--- src/rtl/my_keypad_pkg.sv ---
// Shared keypad types: scan FSM state encoding and key-code width helper.
package my_keypad_pkg;

  typedef enum logic [1:0] {
    SCAN     = 2'd0,
    PRESS_DB = 2'd1,
    HELD     = 2'd2,
    REL_DB   = 2'd3
  } kp_state_e;

  function automatic int unsigned kp_code_w(input int unsigned rows, input int unsigned cols);
    int unsigned n;
    n = rows * cols;
    return (n > 32'd1) ? 32'($clog2(n)) : 32'd1;
  endfunction

endpackage

--- src/rtl/my_sync2.sv ---
// Generic two-flop synchronizer with async active-low reset to RST_VAL.
module my_sync2 #(
  parameter int unsigned   W       = 1,
  parameter logic [W-1:0]  RST_VAL = '0
) (
  input  logic         clk,
  input  logic         rst_n,
  input  logic [W-1:0] d_i,
  output logic [W-1:0] q_o
);

  logic [W-1:0] meta_q;
  logic [W-1:0] sync_q;

  always_ff @(posedge clk or negedge rst_n) begin
    if (!rst_n) begin
      meta_q <= RST_VAL;
      sync_q <= RST_VAL;
    end else begin
      meta_q <= d_i;
      sync_q <= meta_q;
    end
  end

  assign q_o = sync_q;

endmodule

--- src/rtl/my_keypad_scan.sv ---
// Matrix keypad scanner: column strobe, whole-scan debounce, valid/ready key events.
// Optional KEYPAD_RELEASE_EN: debounced releases also emit an event with key_rel=1.
module my_keypad_scan
  import my_keypad_pkg::*;
#(
  parameter int unsigned  ROWS           = 4,
  parameter int unsigned  COLS           = 4,
  parameter int unsigned  SETTLE         = 1024,
  parameter int unsigned  DEBOUNCE_SCANS = 8,
  localparam int unsigned KW             = kp_code_w(ROWS, COLS)
) (
  input  logic            clk,
  input  logic            rst_n,
  output logic [COLS-1:0] col_drv,
  input  logic [ROWS-1:0] row_in,
  output logic [KW-1:0]   key_code,
  output logic            key_rel,
  output logic            key_valid,
  input  logic            key_ready,
  output logic            key_down,
  output logic            key_ovf
);

  localparam int unsigned TW     = $clog2(SETTLE);
  localparam int unsigned CW     = (COLS > 1) ? $clog2(COLS) : 1;
  localparam int unsigned NW     = $clog2(DEBOUNCE_SCANS + 1);
  localparam logic [NW-1:0] N_DONE = NW'(DEBOUNCE_SCANS);

  logic [ROWS-1:0] row_s;

  my_sync2 #(
    .W       (ROWS),
    .RST_VAL ({ROWS{1'b1}})
  ) u_row_sync (
    .clk   (clk),
    .rst_n (rst_n),
    .d_i   (row_in),
    .q_o   (row_s)
  );

  logic [TW-1:0]   t_q, t_d;
  logic [CW-1:0]   col_q, col_d;
  logic [COLS-1:0] col_drv_q;
  logic            sample, scan_end;

  // Column timer: rows sampled on the last settle cycle of each column.
  always_comb begin
    sample   = (t_q == TW'(SETTLE - 1));
    scan_end = sample && (col_q == CW'(COLS - 1));
    t_d      = sample ? '0 : t_q + TW'(1);
    col_d    = col_q;
    if (sample) begin
      col_d = scan_end ? '0 : col_q + CW'(1);
    end
  end

  logic [1:0]    hits_q;
  logic [KW-1:0] acc_code_q;
  logic [1:0]    col_hits, scan_hits;
  logic [2:0]    hit_sum;
  logic [KW-1:0] scan_code;
  logic          scan_vld;

  // Closed-key count saturates at 2 so that any multi-key scan reads as "none".
  always_comb begin
    col_hits  = 2'd0;
    scan_code = acc_code_q;
    for (int unsigned r = 0; r < ROWS; r++) begin
      if (!row_s[r]) begin
        if (col_hits != 2'd2) col_hits = col_hits + 2'd1;
        scan_code = KW'(r * COLS + 32'(col_q));
      end
    end
    hit_sum   = 3'(hits_q) + 3'(col_hits);
    scan_hits = (hit_sum >= 3'd2) ? 2'd2 : hit_sum[1:0];
    scan_vld  = (scan_hits == 2'd1);
  end

  kp_state_e     state_q;
  logic [KW-1:0] cand_q;
  logic [NW-1:0] n_q;
  logic          down_q;
  logic          press_acc, rel_acc;

  always_comb begin
    press_acc = 1'b0;
    rel_acc   = 1'b0;
    if (scan_end) begin
      case (state_q)
        SCAN:     press_acc = scan_vld && (DEBOUNCE_SCANS == 1);
        PRESS_DB: press_acc = scan_vld && (scan_code == cand_q) && ((n_q + NW'(1)) == N_DONE);
        HELD:     rel_acc   = !scan_vld && (DEBOUNCE_SCANS == 1);
        REL_DB:   rel_acc   = !scan_vld && ((n_q + NW'(1)) == N_DONE);
        default:  ;
      endcase
    end
  end

  logic          ev_c;
  logic [KW-1:0] ev_code_c;
  logic          load_c;

`ifdef KEYPAD_RELEASE_EN
  logic rel_q;

  assign ev_c      = press_acc || rel_acc;
  assign ev_code_c = rel_acc ? cand_q : scan_code;

  always_ff @(posedge clk or negedge rst_n) begin
    if (!rst_n) begin
      rel_q <= 1'b0;
    end else if (load_c) begin
      rel_q <= rel_acc;
    end
  end

  assign key_rel = rel_q;
`else
  assign ev_c      = press_acc;
  assign ev_code_c = scan_code;
  assign key_rel   = 1'b0;
`endif

  logic [KW-1:0] code_q;
  logic          valid_q, ovf_q;

  // A new event may only replace the slot when it is empty or being taken this cycle.
  assign load_c = ev_c && (!valid_q || key_ready);

  always_ff @(posedge clk or negedge rst_n) begin
    if (!rst_n) begin
      t_q        <= '0;
      col_q      <= '0;
      col_drv_q  <= '1;
      hits_q     <= '0;
      acc_code_q <= '0;
    end else begin
      t_q       <= t_d;
      col_q     <= col_d;
      col_drv_q <= ~(COLS'(1) << col_d);
      if (scan_end) begin
        hits_q     <= '0;
        acc_code_q <= '0;
      end else if (sample) begin
        hits_q     <= scan_hits;
        acc_code_q <= scan_code;
      end
    end
  end

  always_ff @(posedge clk or negedge rst_n) begin
    if (!rst_n) begin
      state_q <= SCAN;
      cand_q  <= '0;
      n_q     <= '0;
      down_q  <= 1'b0;
      code_q  <= '0;
      valid_q <= 1'b0;
      ovf_q   <= 1'b0;
    end else begin
      if (scan_end) begin
        case (state_q)
          SCAN: begin
            if (scan_vld) begin
              cand_q <= scan_code;
              n_q    <= NW'(1);
              if (press_acc) begin
                down_q  <= 1'b1;
                state_q <= HELD;
              end else begin
                state_q <= PRESS_DB;
              end
            end
          end
          PRESS_DB: begin
            if (scan_vld && (scan_code == cand_q)) begin
              n_q <= n_q + NW'(1);
              if (press_acc) begin
                down_q  <= 1'b1;
                state_q <= HELD;
              end
            end else begin
              state_q <= SCAN;
            end
          end
          HELD: begin
            if (!scan_vld) begin
              n_q <= NW'(1);
              if (rel_acc) begin
                down_q  <= 1'b0;
                state_q <= SCAN;
              end else begin
                state_q <= REL_DB;
              end
            end
          end
          REL_DB: begin
            if (scan_vld) begin
              state_q <= HELD;
            end else begin
              n_q <= n_q + NW'(1);
              if (rel_acc) begin
                down_q  <= 1'b0;
                state_q <= SCAN;
              end
            end
          end
          default: state_q <= SCAN;
        endcase
      end

      ovf_q <= 1'b0;
      if (ev_c) begin
        if (load_c) begin
          code_q  <= ev_code_c;
          valid_q <= 1'b1;
        end else begin
          ovf_q <= 1'b1;
        end
      end else if (valid_q && key_ready) begin
        valid_q <= 1'b0;
      end
    end
  end

  assign col_drv   = col_drv_q;
  assign key_code  = code_q;
  assign key_valid = valid_q;
  assign key_down  = down_q;
  assign key_ovf   = ovf_q;

endmodule

--- config.mk ---
export PLATFORM = sky130hd
export DESIGN_NAME = my_keypad_scan
export DESIGN_NICKNAME = d
export VERILOG_FILES = /design/src/rtl/my_keypad_pkg.sv /design/src/rtl/my_sync2.sv /design/src/rtl/my_keypad_scan.sv
export SDC_FILE = /design/constraint.sdc
export NUM_CORES = 1
export LEC_CHECK = 0
export CORE_ASPECT_RATIO = 0.9
export CORE_MARGIN = 3
export CORE_UTILIZATION = 55
export DETAILED_ROUTE_END_ITERATION = 6
export DONT_BUFFER_PORTS = 1
export PLACE_DENSITY = 0.72
export SETUP_SLACK_MARGIN = 0.5
export SYNTH_ARGS = -nofsm -noshare
export SYNTH_HDL_FRONTEND = slang
export SYNTH_SLANG_ARGS = --single-unit
--- constraint.sdc ---
create_clock -name clk -period 4.8 [get_ports clk]
set_input_delay 0.96 -clock clk [delete_from_list [all_inputs] [get_ports clk]]
set_output_delay 0.96 -clock clk [all_outputs]
set_load 0.01 [all_outputs]
# Word-level counts from Yosys, hierarchy flattened
# Index checks and enable logic that the tools add are counted.
# classes
addsub	10
n_lt_le_gt_ge	1
n_eq_ne	20
shift	1
muxes	48
bitwise	1
reduce_logical	19
# op_table
cell	count
$mux 4	10
$mux 2	19
$ne 2x2->1 const B	8
$pmux 4 s4	1
$mux 1	15
$reduce_and 5->1	3
$add 10x1->10 const B	1
$eq 10x10->1 const B	1
$mux 10	1
$add 2x1->2 const B	4
$add 4x2->4 const A	2
$pmux 2 s4	1
$eq 2x2->1 const B	3
$logic_and 1x1->1	6
$ne 3x3->1 const B	2
$add 3x2->4 const A	1
$add 4x1->4 const B	1
$eq 2x1->1 const B	2
$eq 4x4->1	1
$eq 4x4->1 const B	1
$ne 2x1->1 const B	2
$not 4->4	1
$reduce_and 2->1	2
$reduce_bool 2->1	2
other kinds (9)	10
# totals
register_bits	47
input_bits	7
wordCells	114

# Logic depth before layout (Yosys ltp)
# Gate-level depths: netlist of the first run.
# depth
ltp_word	21
mapped_depth	15

# By module
# Synthesis of the first run repeated with hierarchy kept, for this count alone.
# hier_totals
hier_cells	207
area_unflattened_um2	2253.4
# modules_own_cells
module	n_inst	cells_each	area_per_inst_um2
my_keypad_scan	1	199	2043.2
my_sync2	1	8	210.2

# Worst setup path before layout of the first run
# No wires, ideal clock.
# synth_timing
path_type	reg2reg
from	reg u_row_sync.sync_q[0] (netlist: u_row_sync.q_o[0])
to	reg code_q[0] (netlist: key_code[0])
arrival_ns	3.506
required_ns	4.675
path_slack_ns	1.169
path_stages_with_launch	14
path_cell_list	dfstp_2 inv_1 ha_1 mux2i_1 ha_1 nor2_1 a21oi_1 ha_1 inv_1 fa_1 nand3_1 or4_4 nor4b_4 mux2_2
# synth_between
elab_chain_cells	20
# synth_rtl
item	line	rtl
start, declared	my_sync2.sv:13	logic [W-1:0] sync_q;
start signal, assigned	my_sync2.sv:21	sync_q <= meta_q;
$mux 1	my_keypad_scan.sv:69	if (!row_s[r]) begin
$add 2x1->2 or $ne 2x2->1 (tied branches)	my_keypad_scan.sv:70	if (col_hits != 2'd2) col_hits = col_hits + 2'd1;
$mux 2	my_keypad_scan.sv:70	
$mux 2	my_keypad_scan.sv:69	
$add 2x1->2 or $ne 2x2->1 (tied branches)	my_keypad_scan.sv:70	
$mux 2	my_keypad_scan.sv:70	
$mux 2	my_keypad_scan.sv:69	
$add 2x1->2 or $ne 2x2->1 (tied branches)	my_keypad_scan.sv:70	
(+3 left out)	n/a	
$ge 3x2->1	my_keypad_scan.sv:75	scan_hits = (hit_sum >= 3'd2) ? 2'd2 : hit_sum[1:0];
$mux 2	my_keypad_scan.sv:75	
$eq 2x1->1	my_keypad_scan.sv:76	scan_vld = (scan_hits == 2'd1);
$logic_and 1x1->1 (2 in series)	my_keypad_scan.sv:91	PRESS_DB: press_acc = scan_vld && (scan_code == cand_q) && ((n_q + NW'(1)) == N_DONE);
$mux 1	my_keypad_scan.sv:89	case (state_q)
$mux 1	my_keypad_scan.sv:88	if (scan_end) begin
$logic_and 1x1->1	my_keypad_scan.sv:128	assign load_c = ev_c && (!valid_q || key_ready);
$reduce_and 2->1 (no line)	n/a	
end signal, assigned	my_keypad_scan.sv:215	code_q <= ev_code_c;
end, declared	my_keypad_scan.sv:124	logic [KW-1:0] code_q;
# Several ways; a longest one is shown, not always the timed one.
# A chain may end at the register's enable or synchronous reset.

# Worst setup path after layout of the first run
# layout_timing
from	reg u_row_sync.sync_q[0] (netlist: u_row_sync.q_o[0])
to	reg code_q[1] (netlist: key_code[1])
# Same word-level chain as after synthesis.

==> impl_results.md, run 1 <==
- Num rows: 21
- First-pass DRT Iterations: 4
- Cell Int Power: 0.5148 mW
- Net count reported at finish: 225
- Setup crit end kind: register
- Post-Synthesis Cell Area: 2260 um2
- Prevailing post-synth register cell: dfrtp_1
- Gpl congestion: 0.8274
- DP Worst Slack: 0.9000 ns
- Hold Vio Cnt, Final: 0
- FF+latch count, synth: 47
- Post-CTS setup buffers: 0
- DP Cell Count: 248
- Core area: 3836 um2
- Initial Utilization: 58.90%
- DR WL/cell: 15.25 um
- Yosys cell types: 40
- Largest net degree at the start of global routing: 48
- Die Y: 66.81 um
- CP Launch Type: register
- Critical path's top delay family: simple AND/OR/NAND/NOR gates
- Share of cells above drive strength 1: 14.76%
- Power share of the clock group: 35.2%
- Clk sink count: 47
- CP peak stage delay: 0.60 ns
- Setup tns final: 0 ns
- Clock root cell: clkbuf_8
- Top Ports: 19
- Critical path type: reg2reg
- CTS Hold Bufs: 0
- Slew @ Worst Pin: 0.6980 ns
- Buf/Inv on CP: 2
- TritonCTS buffer count: 5
- Final setup violating endpoints: 0
- Final WS setup: 0.9024 ns
- VDD IR-drop max: 0.0002336 V
- WL final: 3.904 mm
- Vias per inst: 5.828
- Slew Limit Fails: 0
- GRT overflow: 0
- Largest cells by area after synthesis: dfrtp_1 39%, dfstp_2 14%, nand2_1 4.8%, ha_1 4.4%, mux2i_1 3.1%
- Sw power: 0.1427 mW
- PwrDens: 277.6 nW/um2
- Post-CTS resize count: 0
- CTS tree: done
- IO buf count: 0
- Final ANT Viol Nets: 0
- Fin crit share: 81.20%
- Synth cell count leaders: 35 x dfrtp_1, 29 x nand2_1, 12 x dfstp_2
- CP dominant cell by count: ha_1
- Slowest-stage cell, CP: dfstp_2
- Crit path max fanout: 7
- HP Class: in2async
- CTS clock-pin slew for the worst setup and hold paths: 0.08 ns
- CP Cell Sequence: inv_1 -> ha_1 -> mux2i_1 -> ha_1 -> nor2_1 -> a21oi_1 -> ha_1 -> inv_1 -> fa_1 -> nand3_1 -> or4_4 -> nor4b_4 -> mux2_2
- Sw Share: 21.70%
- HPWL reported at the end of detailed placement: 2.805 mm
- Share of async-settable or async-resettable flops after synthesis: 100.0%
- Vias: 1492
- Outcome: complete, no violations
- EDFF count, synth: 0
- Final Instance Count excl. Fillers: 256
- Max Cap Viol: 0
- Initial antenna violation count: 0
- Area leader, netlist: dfrtp_1
- Post-synthesis area per instance: 10.76 um2
- First-pass GRT wire length: 6.617 mm
- Synthesized Nets: 226
- Sequential power share: 61.8%
- All-Layer GR Usage: 18.10%
- Diode count: 0
- Worst endpoint data arrival time: 4.08 ns
- Fmax: 256.6 MHz
- Clock buffer depth: 2
- Drt drc: 0
- Die area: 4915 um2
- Rel. slew slack: 52.96%
- Register area share after synthesis: 52.71%
- Most frequent cell after synthesis: dfrtp_1
- Die W: 73.57 um
- Area grow syn2layout: 4.817%
- Synth Warn #: 0
- Comb power frac: 3.0%
- Leak Pwr: 1.089 nW
- Worst skew pair latency: 0.29 ns
- Area fraction of the dominant cell type after synthesis: 38.76%
- Post-Syn Instances: 210
- RSZ-0062 raised after global routing: no
- Clock Skew: 0.001972 ns
- Initial drt markers: 69
- Vias in the first global route: 1520
- CP required: 4.98 ns
- Min Tclk post-route: 3.898 ns
- Depth of the CTS H-tree: 2
## power by group through the flow
stage / Clock (mW) / Combinational [mW] / Sequential [mW]
finish: 0.232 / 0.0199 / 0.406
global route: 0.255 / 0.0228 / 0.407
CTS: 0.240 / 0.0202 / 0.406
detailed placement: 0 / 0.0201 / 0.414
global placement: 0 / 0.0187 / 0.413
floorplan: 0 / 0.0183 / 0.412
## layout by cell type, fill, tap and decap left out, types with 6 or more instances in the layout
cell     count
and3_1       6
dfrtp_1     35
dfstp_2     12
xnor2_1      6
ha_1         8
mux2_2       6
xor2_1       6
mux2i_1      7
a21oi_1      6
inv_1       10
nor2_1      11
nand3_1      8
nand2_1     29
o21ai_0      9
## metal layers
metal | up-vias | track usage, % | share of wire [%]
li1 | 723 | - | -
met1 | 727 | 21.08 | 44
met2 | 33 | 29.65 | 47
met3 | 9 | 6.184 | 6.5
met4 | 0 | 8.824 | 2.2
met5 | - | 0 | 0
## registers in the layout (all words and copies together), names as in the netlist, 4 cells and up
signal / cells
key_code: 4
acc_code_q: 4
u_row_sync.q_o: 4
n_q: 4
col_drv: 4
cand_q: 4
t_q: 10
u_row_sync.meta_q: 4
## worst register-to-register path, cell delays in order (launching register included)
cell and delay [ns]:
dfstp_2 0.60, inv_1 0.06, ha_1 0.29, mux2i_1 0.22, ha_1 0.18, nor2_1 0.04, a21oi_1 0.12, ha_1 0.16
inv_1 0.05, fa_1 0.49, nand3_1 0.22, or4_4 0.60, nor4b_4 0.39, mux2_2 0.38
## final cells by class
type,count,area [um2]
fillers,303,1468
flip-flops and latches,47,1191
multi-input cells,145,993.5
clock buffers,6,72.57
well taps,46,57.56
inverters,10,37.54
clock inverters,2,16.27
## stage by stage
| stage | area (um2) | power (mW) | util (%) | hold WS, ns |
|---|---|---|---|---|
| after floorplan | 2260 | 0.4300 | - | 0.3452 |
| after global placement | 2280 | 0.4317 | 59.43 | 0.3484 |
| after detailed placement | 2280 | 0.4336 | 59.43 | 0.3512 |
| after CTS | 2369 | 0.6667 | 61.74 | 0.3411 |
| after global routing | 2369 | 0.6845 | 61.74 | 0.3300 |
| final | 2369 | 0.6575 | 61.74 | 0.3496 |
## logic make-up (layout without fill, tap and decap cells)
| group | after synthesis | count (layout) | share of synthesized area (%) |
|---|---|---|---|
| AOI/OAI and AO/OA | 29 | 29 | 8.472 |
| xor gates and xnor gates | 12 | 12 | 4.651 |
| adders and majority gates | 9 | 9 | 5.316 |
| buffers and inverters | 18 | 18 | 3.322 |
| DFF | 47 | 47 | 52.71 |
| muxes | 13 | 13 | 6.091 |
| other | 1 | 1 | 0.1660 |
| and+or+nand+nor | 81 | 81 | 19.27 |
## worst paths after layout
check	start	to	slack, ns	cells after the start
min in group clk	u_row_sync.meta_q[1]	u_row_sync.q_o[1]	0.36	0
setup / recovery	u_row_sync.q_o[0]	key_code[1]	0.90	13
setup reg to reg	u_row_sync.q_o[0]	key_code[1]	0.90	13
hold reg to reg	u_row_sync.meta_q[1]	u_row_sync.q_o[1]	0.36	0
max in group asynchronous	rst_n	col_drv[1]	4.27	0
hold / removal	rst_n	n_q[0]	0.35	0
Power figures use the tool's default switching activity.
==> inputs of run 2 (changes only) <==
--- a/config.mk
+++ b/config.mk
@@ -10,7 +10,7 @@
 export CORE_UTILIZATION = 55
 export DETAILED_ROUTE_END_ITERATION = 6
 export DONT_BUFFER_PORTS = 1
-export PLACE_DENSITY = 0.72
+export PLACE_DENSITY = 0.75
 export SETUP_SLACK_MARGIN = 0.5
 export SYNTH_ARGS = -nofsm -noshare
 export SYNTH_HDL_FRONTEND = slang
==> constraint.sdc (replaced) <==
create_clock -name clk -period 3.37 [get_ports clk]
set_input_delay 0.674 -clock clk [delete_from_list [all_inputs] [get_ports clk]]
set_output_delay 0.674 -clock clk [all_outputs]
set_load 0.01 [all_outputs]
==> impl_results.md, run 2 (synthesized netlist as in run 1, its figures left out) <==
- CP Launch Type: register
- Worst skew pair latency: 0.30 ns
- Die area: 4915 um2
- Net count reported at finish: 239
- Crit path max fanout: 3
- VDD IR-drop max: 0.0003348 V
- Max reg flops: 10
- CTS tree: done
- Slew Limit Fails: 0
- Vias in the first global route: 1609
- Cell Int Power: 0.7926 mW
- HPWL reported at the end of detailed placement: 2.900 mm
- Reg2Reg Depth: 13
- Clock Skew: 0.004113 ns
- First-pass DRT Iterations: 4
- Drt drc: 0
- Vias: 1581
- Register with the most flip-flops: t_q
- Die W: 73.57 um
- Worst hold margin: 0.05705 ns
- Sw Share: 21.62%
- CTS Hold Bufs: 0
- Sw power: 0.2186 mW
- Area grow syn2layout: 14.56%
- Initial antenna violation count: 0
- Initial drt markers: 86
- Gpl congestion: 0.7544
- Core area: 3836 um2
- Diode count: 0
- Most frequent cells in the layout: 35 x dfrtp_1, 28 x nand2_1, 12 x dfstp_2, 12 x buf_4, 10 x nor2_1
- Setup crit end kind: register
- Initial Utilization: 58.90%
- Largest net degree at the start of global routing: 48
- Outcome: finished, violations left
- HP Class: in2async
- Final WS setup: -0.1084 ns
- Max Cap Viol: 0
- R2r setup slk: -0.11 ns
- Min Tclk post-route: 3.478 ns
- Clock root cell: clkbuf_8
- Depth of the CTS H-tree: 2
- Worst r2r src: u_row_sync.q_o[0]
- RR Endpoint: key_code[0]
- TritonCTS buffer count: 5
- Clk sink count: 47
- DR WL/cell: 16.37 um
- Critical path type: reg2reg
- Share of cells above drive strength 1: 27.68%
- Fmax: 287.5 MHz
- First-pass GRT wire length: 7.527 mm
- Power share of the clock group: 37.4%
- CP required: 3.56 ns
- Most common cell after layout, fill and taps aside: dfrtp_1
- Final Instance Count excl. Fillers: 270
- Clock buffer depth: 2
- RSZ-0062 raised after global routing: yes
- Leak Pwr: 1.164 nW
- WL final: 4.420 mm
- Worst endpoint data arrival time: 3.67 ns
- Failing checks: setup timing
- PwrDens: 390.6 nW/um2
- DP Cell Count: 256
- Top Ports: 19
- Die Y: 66.81 um
- Num rows: 21
- Vias per inst: 5.856
- Final ANT Viol Nets: 0
- Sequential power share: 57.2%
- CTS clock-pin slew for the worst setup and hold paths: 0.08 ns
- Fin crit share: 103.2%
- GRT overflow: 0
- Hold Vio Cnt, Final: 0
- Comb power frac: 5.5%
- IO buf count: 0
- Final setup violating endpoints: 4
- All-Layer GR Usage: 20.75%
run 2: critical path: stages, from the launching register on:
cell and delay (ns):
dfstp_2 0.55, inv_2 0.05, ha_4 0.23, mux2i_4 0.16
ha_2 0.20, nor2_1 0.04, a21oi_1 0.13, ha_2 0.19
inv_2 0.04, fa_1 0.51, nand3_2 0.08, or4_4 0.50
nor4b_4 0.31, mux2_2 0.37
run 2: worst max-delay path by stage:
stage	startpoint	to	slack, ns
after floorplan	u_row_sync.q_o[0]	key_code[0]	-0.15
after global routing	u_row_sync.q_o[0]	key_code[0]	-0.28
after global placement	u_row_sync.q_o[0]	key_code[1]	-0.01
after CTS	u_row_sync.q_o[0]	key_code[0]	-0.12
final	u_row_sync.q_o[0]	key_code[0]	-0.11
after detailed placement	u_row_sync.q_o[0]	key_code[0]	-0.11
run 2: cell type report:
cell class / instances / area [um2]
clock inverters: 1 / 7.507
multi-input cells: 145 / 1085
clock buffers: 7 / 97.59
fillers: 269 / 1247
flip-flops and latches: 47 / 1191
repair buffers: 14 / 112.6
inverters: 10 / 37.54
well taps: 46 / 57.56
run 2: metrics by stage:
stage | area [um2] | setup slack, ns | TNS (ns) | util [%] | power [mW]
after global routing | 2589 | -0.2800 | -1.429 | 67.48 | 1.049
after floorplan | 2265 | -0.1548 | -0.3096 | - | 0.6136
final | 2589 | -0.1084 | -0.2800 | 67.48 | 1.011
after CTS | 2541 | -0.1177 | -0.3312 | 66.24 | 1.013
after global placement | 2345 | -0.01329 | -0.02579 | 61.12 | 0.6227
after detailed placement | 2345 | -0.1084 | -0.3121 | 61.12 | 0.6250
run 2: power groups by stage:
stage | combinational, mW | clock (mW) | sequential, mW
after floorplan | 0.0272 | 0 | 0.586
after global placement | 0.0357 | 0 | 0.587
after detailed placement | 0.0375 | 0 | 0.588
after CTS | 0.0480 | 0.388 | 0.577
final | 0.0552 | 0.378 | 0.578
after global routing | 0.0604 | 0.410 | 0.579
run 2: routing by layer:
metal / global-route usage, % / share of wire, % / vias to the layer above
met3: 7.240 / 5.4 / 6
met5: 0 / 0 / -
met1: 25.77 / 44 / 793
met4: 7.014 / 1.4 / 0
met2: 33.63 / 49 / 33
li1: - / - / 749
run 2: repair_timing:
action | 4_1_cts | 5_1_grt
resized for setup | 14 | 9
endpoints found under the setup margin | 17 | 17
setup buffers | 5 | 1
pin swaps | 3 | 2
==> inputs of run 3 (changes only) <==
--- a/config.mk
+++ b/config.mk
@@ -10,7 +10,8 @@
 export CORE_UTILIZATION = 55
 export DETAILED_ROUTE_END_ITERATION = 6
 export DONT_BUFFER_PORTS = 1
-export PLACE_DENSITY = 0.75
+export PLACE_DENSITY = 0.74
+export RECOVER_POWER = 100
 export SETUP_SLACK_MARGIN = 0.5
 export SYNTH_ARGS = -nofsm -noshare
 export SYNTH_HDL_FRONTEND = slang
==> impl_results.md, run 3 (synthesized netlist as in run 1, its figures left out) <==
- HPWL reported at the end of detailed placement: 2.886 mm
- WL final: 4.410 mm
- Slew @ Worst Pin: 0.5445 ns
- Max Cap Viol: 0
- Top Ports: 19
- IO buf count: 0
- Final Instance Count excl. Fillers: 271
- Critical path's top delay family: adder cells
- Initial Utilization: 58.90%
- Min Tclk post-route: 3.444 ns
- Clock buffer depth: 2
- Vias: 1582
- Outcome: finished, violations left
- Reg2Reg Depth: 13
- Hold Vio Cnt, Final: 0
- GRT overflow: 0
- Share of cells above drive strength 1: 29.33%
- Leak Pwr: 1.222 nW
- Depth of the CTS H-tree: 2
- VDD IR-drop max: 0.0003187 V
- First-pass DRT Iterations: 4
- Buf/Inv on CP: 2
- Failing checks: setup timing
- Clk sink count: 47
- HP Class: in2async
- Worst endpoint data arrival time: 3.64 ns
- All-Layer GR Usage: 19.13%
- DP Worst Slack: -0.1771 ns
- Launch point of the worst path: u_row_sync.q_o[0]
- DR WL/cell: 16.27 um
- Largest net degree at the start of global routing: 48
- Fin crit share: 102.2%
- Die Y: 66.81 um
- CP Cell Sequence: inv_2 -> ha_4 -> mux2i_4 -> ha_2 -> nor2_2 -> a21oi_2 -> ha_2 -> inv_2 -> fa_1 -> nand3_2 -> or4_4 -> nor4b_4 -> mux2_2
- Diode count: 0
- Most common cell after layout, fill and taps aside: dfrtp_1
- Setup crit end kind: register
- Drt drc: 0
- Initial drt markers: 117
- PwrDens: 400.6 nW/um2
- Clock root cell: clkbuf_8
- Final setup violating endpoints: 6
- Register with the most flip-flops: t_q
- TritonCTS buffer count: 5
- DP Cell Count: 256
- RSZ-0062 raised after global routing: yes
- CTS Hold Bufs: 0
- Final ANT Viol Nets: 0
- Max reg flops: 10
- Worst skew pair latency: 0.30 ns
- Worst hold margin: 0.06649 ns
- Worst r2r src: u_row_sync.q_o[0]
- Vias in the first global route: 1629
- Fmax: 290.4 MHz
- Final WS setup: -0.07392 ns
- Placed inst area: 2345 um2
- Worst setup endpoint: key_code[0]
- Area grow syn2layout: 18.72%
- Setup tns final: -0.2007 ns
- Die area: 4915 um2
- Slew Limit Fails: 0
- CP peak stage delay: 0.55 ns
- Net count reported at finish: 240
- Gpl congestion: 0.7686
- CP required: 3.56 ns
- Vias per inst: 5.838
- Final instance area: 2683 um2
- Critical path type: reg2reg
- Initial antenna violation count: 0
- Crit path max fanout: 3
- RR Endpoint: key_code[0]
- Slowest-stage cell, CP: dfstp_2
- R2r setup slk: -0.07 ns
- Core area: 3836 um2
- FILL cells: 261
- Clock Skew: 0.009536 ns
- First-pass GRT wire length: 7.162 mm
- CP Launch Type: register
- Die W: 73.57 um
- Rel. slew slack: 63.70%
- CTS tree: done
- CTS clock-pin slew for the worst setup and hold paths: 0.09 ns
- Num rows: 21
- Stages on the worst setup path: 13
- Most frequent cells in the layout: 35 x dfrtp_1, 26 x nand2_1, 11 x dfstp_2
run 3: cell count changes in the layout (fill, tap and decap cells not counted), moves of 2 or more:
cell,previous run,this run
nand2_1,28,26
mux2_4,1,3
mux2_2,5,3
buf_6,2,6
buf_4,12,7
o21ai_0,8,6
o21ai_1,1,3
run 3: area by class of cell:
| cell class | count | area, um2 | area share (%) |
|---|---|---|---|
| clock buffers | 6 | 82.58 | 3.078 |
| clock inverters | 2 | 38.79 | 1.446 |
| inverters | 10 | 37.54 | 1.399 |
| multi-input cells | 145 | 1136 | 42.35 |
| flip-flops and latches | 47 | 1191 | 44.40 |
| well taps | 46 | 57.56 | 2.146 |
| repair buffers | 15 | 138.9 | 5.177 |
run 3: worst min path at each step:
stage	from	end	slack, ns
after floorplan	u_row_sync.meta_q[0]	u_row_sync.q_o[0]	0.35
after global placement	u_row_sync.meta_q[2]	u_row_sync.q_o[2]	0.35
after detailed placement	u_row_sync.meta_q[2]	u_row_sync.q_o[2]	0.35
after CTS	rst_n	n_q[1]	0.05
after global routing	rst_n	n_q[1]	0.05
final	rst_n	cand_q[2]	0.07
run 3: timing repair:
item                       CTS  global route
setup endpoints to repair   17            18
pin swaps                   10             7
buffers inserted             4             3
gates resized for setup     21            21
run 3: through the flow:
| step | total power, mW | util, % |
|---|---|---|
| after detailed placement | 0.6249 | 61.12 |
| after floorplan | 0.6136 | - |
| after global placement | 0.6227 | 61.12 |
| after CTS | 1.066 | 66.83 |
| final | 1.075 | 69.93 |
| after global routing | 1.110 | 69.93 |
run 3: per-layer routing:
metal / track usage, % / vias up / part of all wire (%)
met4: 5.656 / 0 / 1.1
met5: 0 / - / 0
li1: - / 750 / -
met2: 34.07 / 35 / 53
met3: 4.827 / 6 / 4.5
met1: 22.55 / 791 / 41
run 3: power by group:
part           switching (mW)  internal, mW
combinational          0.0317        0.0350
clock                   0.186         0.244
sequential            0.00512         0.573
run 3: worst reg2reg max path: stages, from the launching register on:
cell     delay (ns)
dfstp_2        0.55
inv_2          0.05
ha_4           0.24
mux2i_4        0.15
ha_2           0.19
nor2_2         0.04
a21oi_2        0.10
ha_2           0.18
inv_2          0.04
fa_1           0.52
nand3_2        0.09
or4_4          0.51
nor4b_4        0.32
mux2_2         0.37
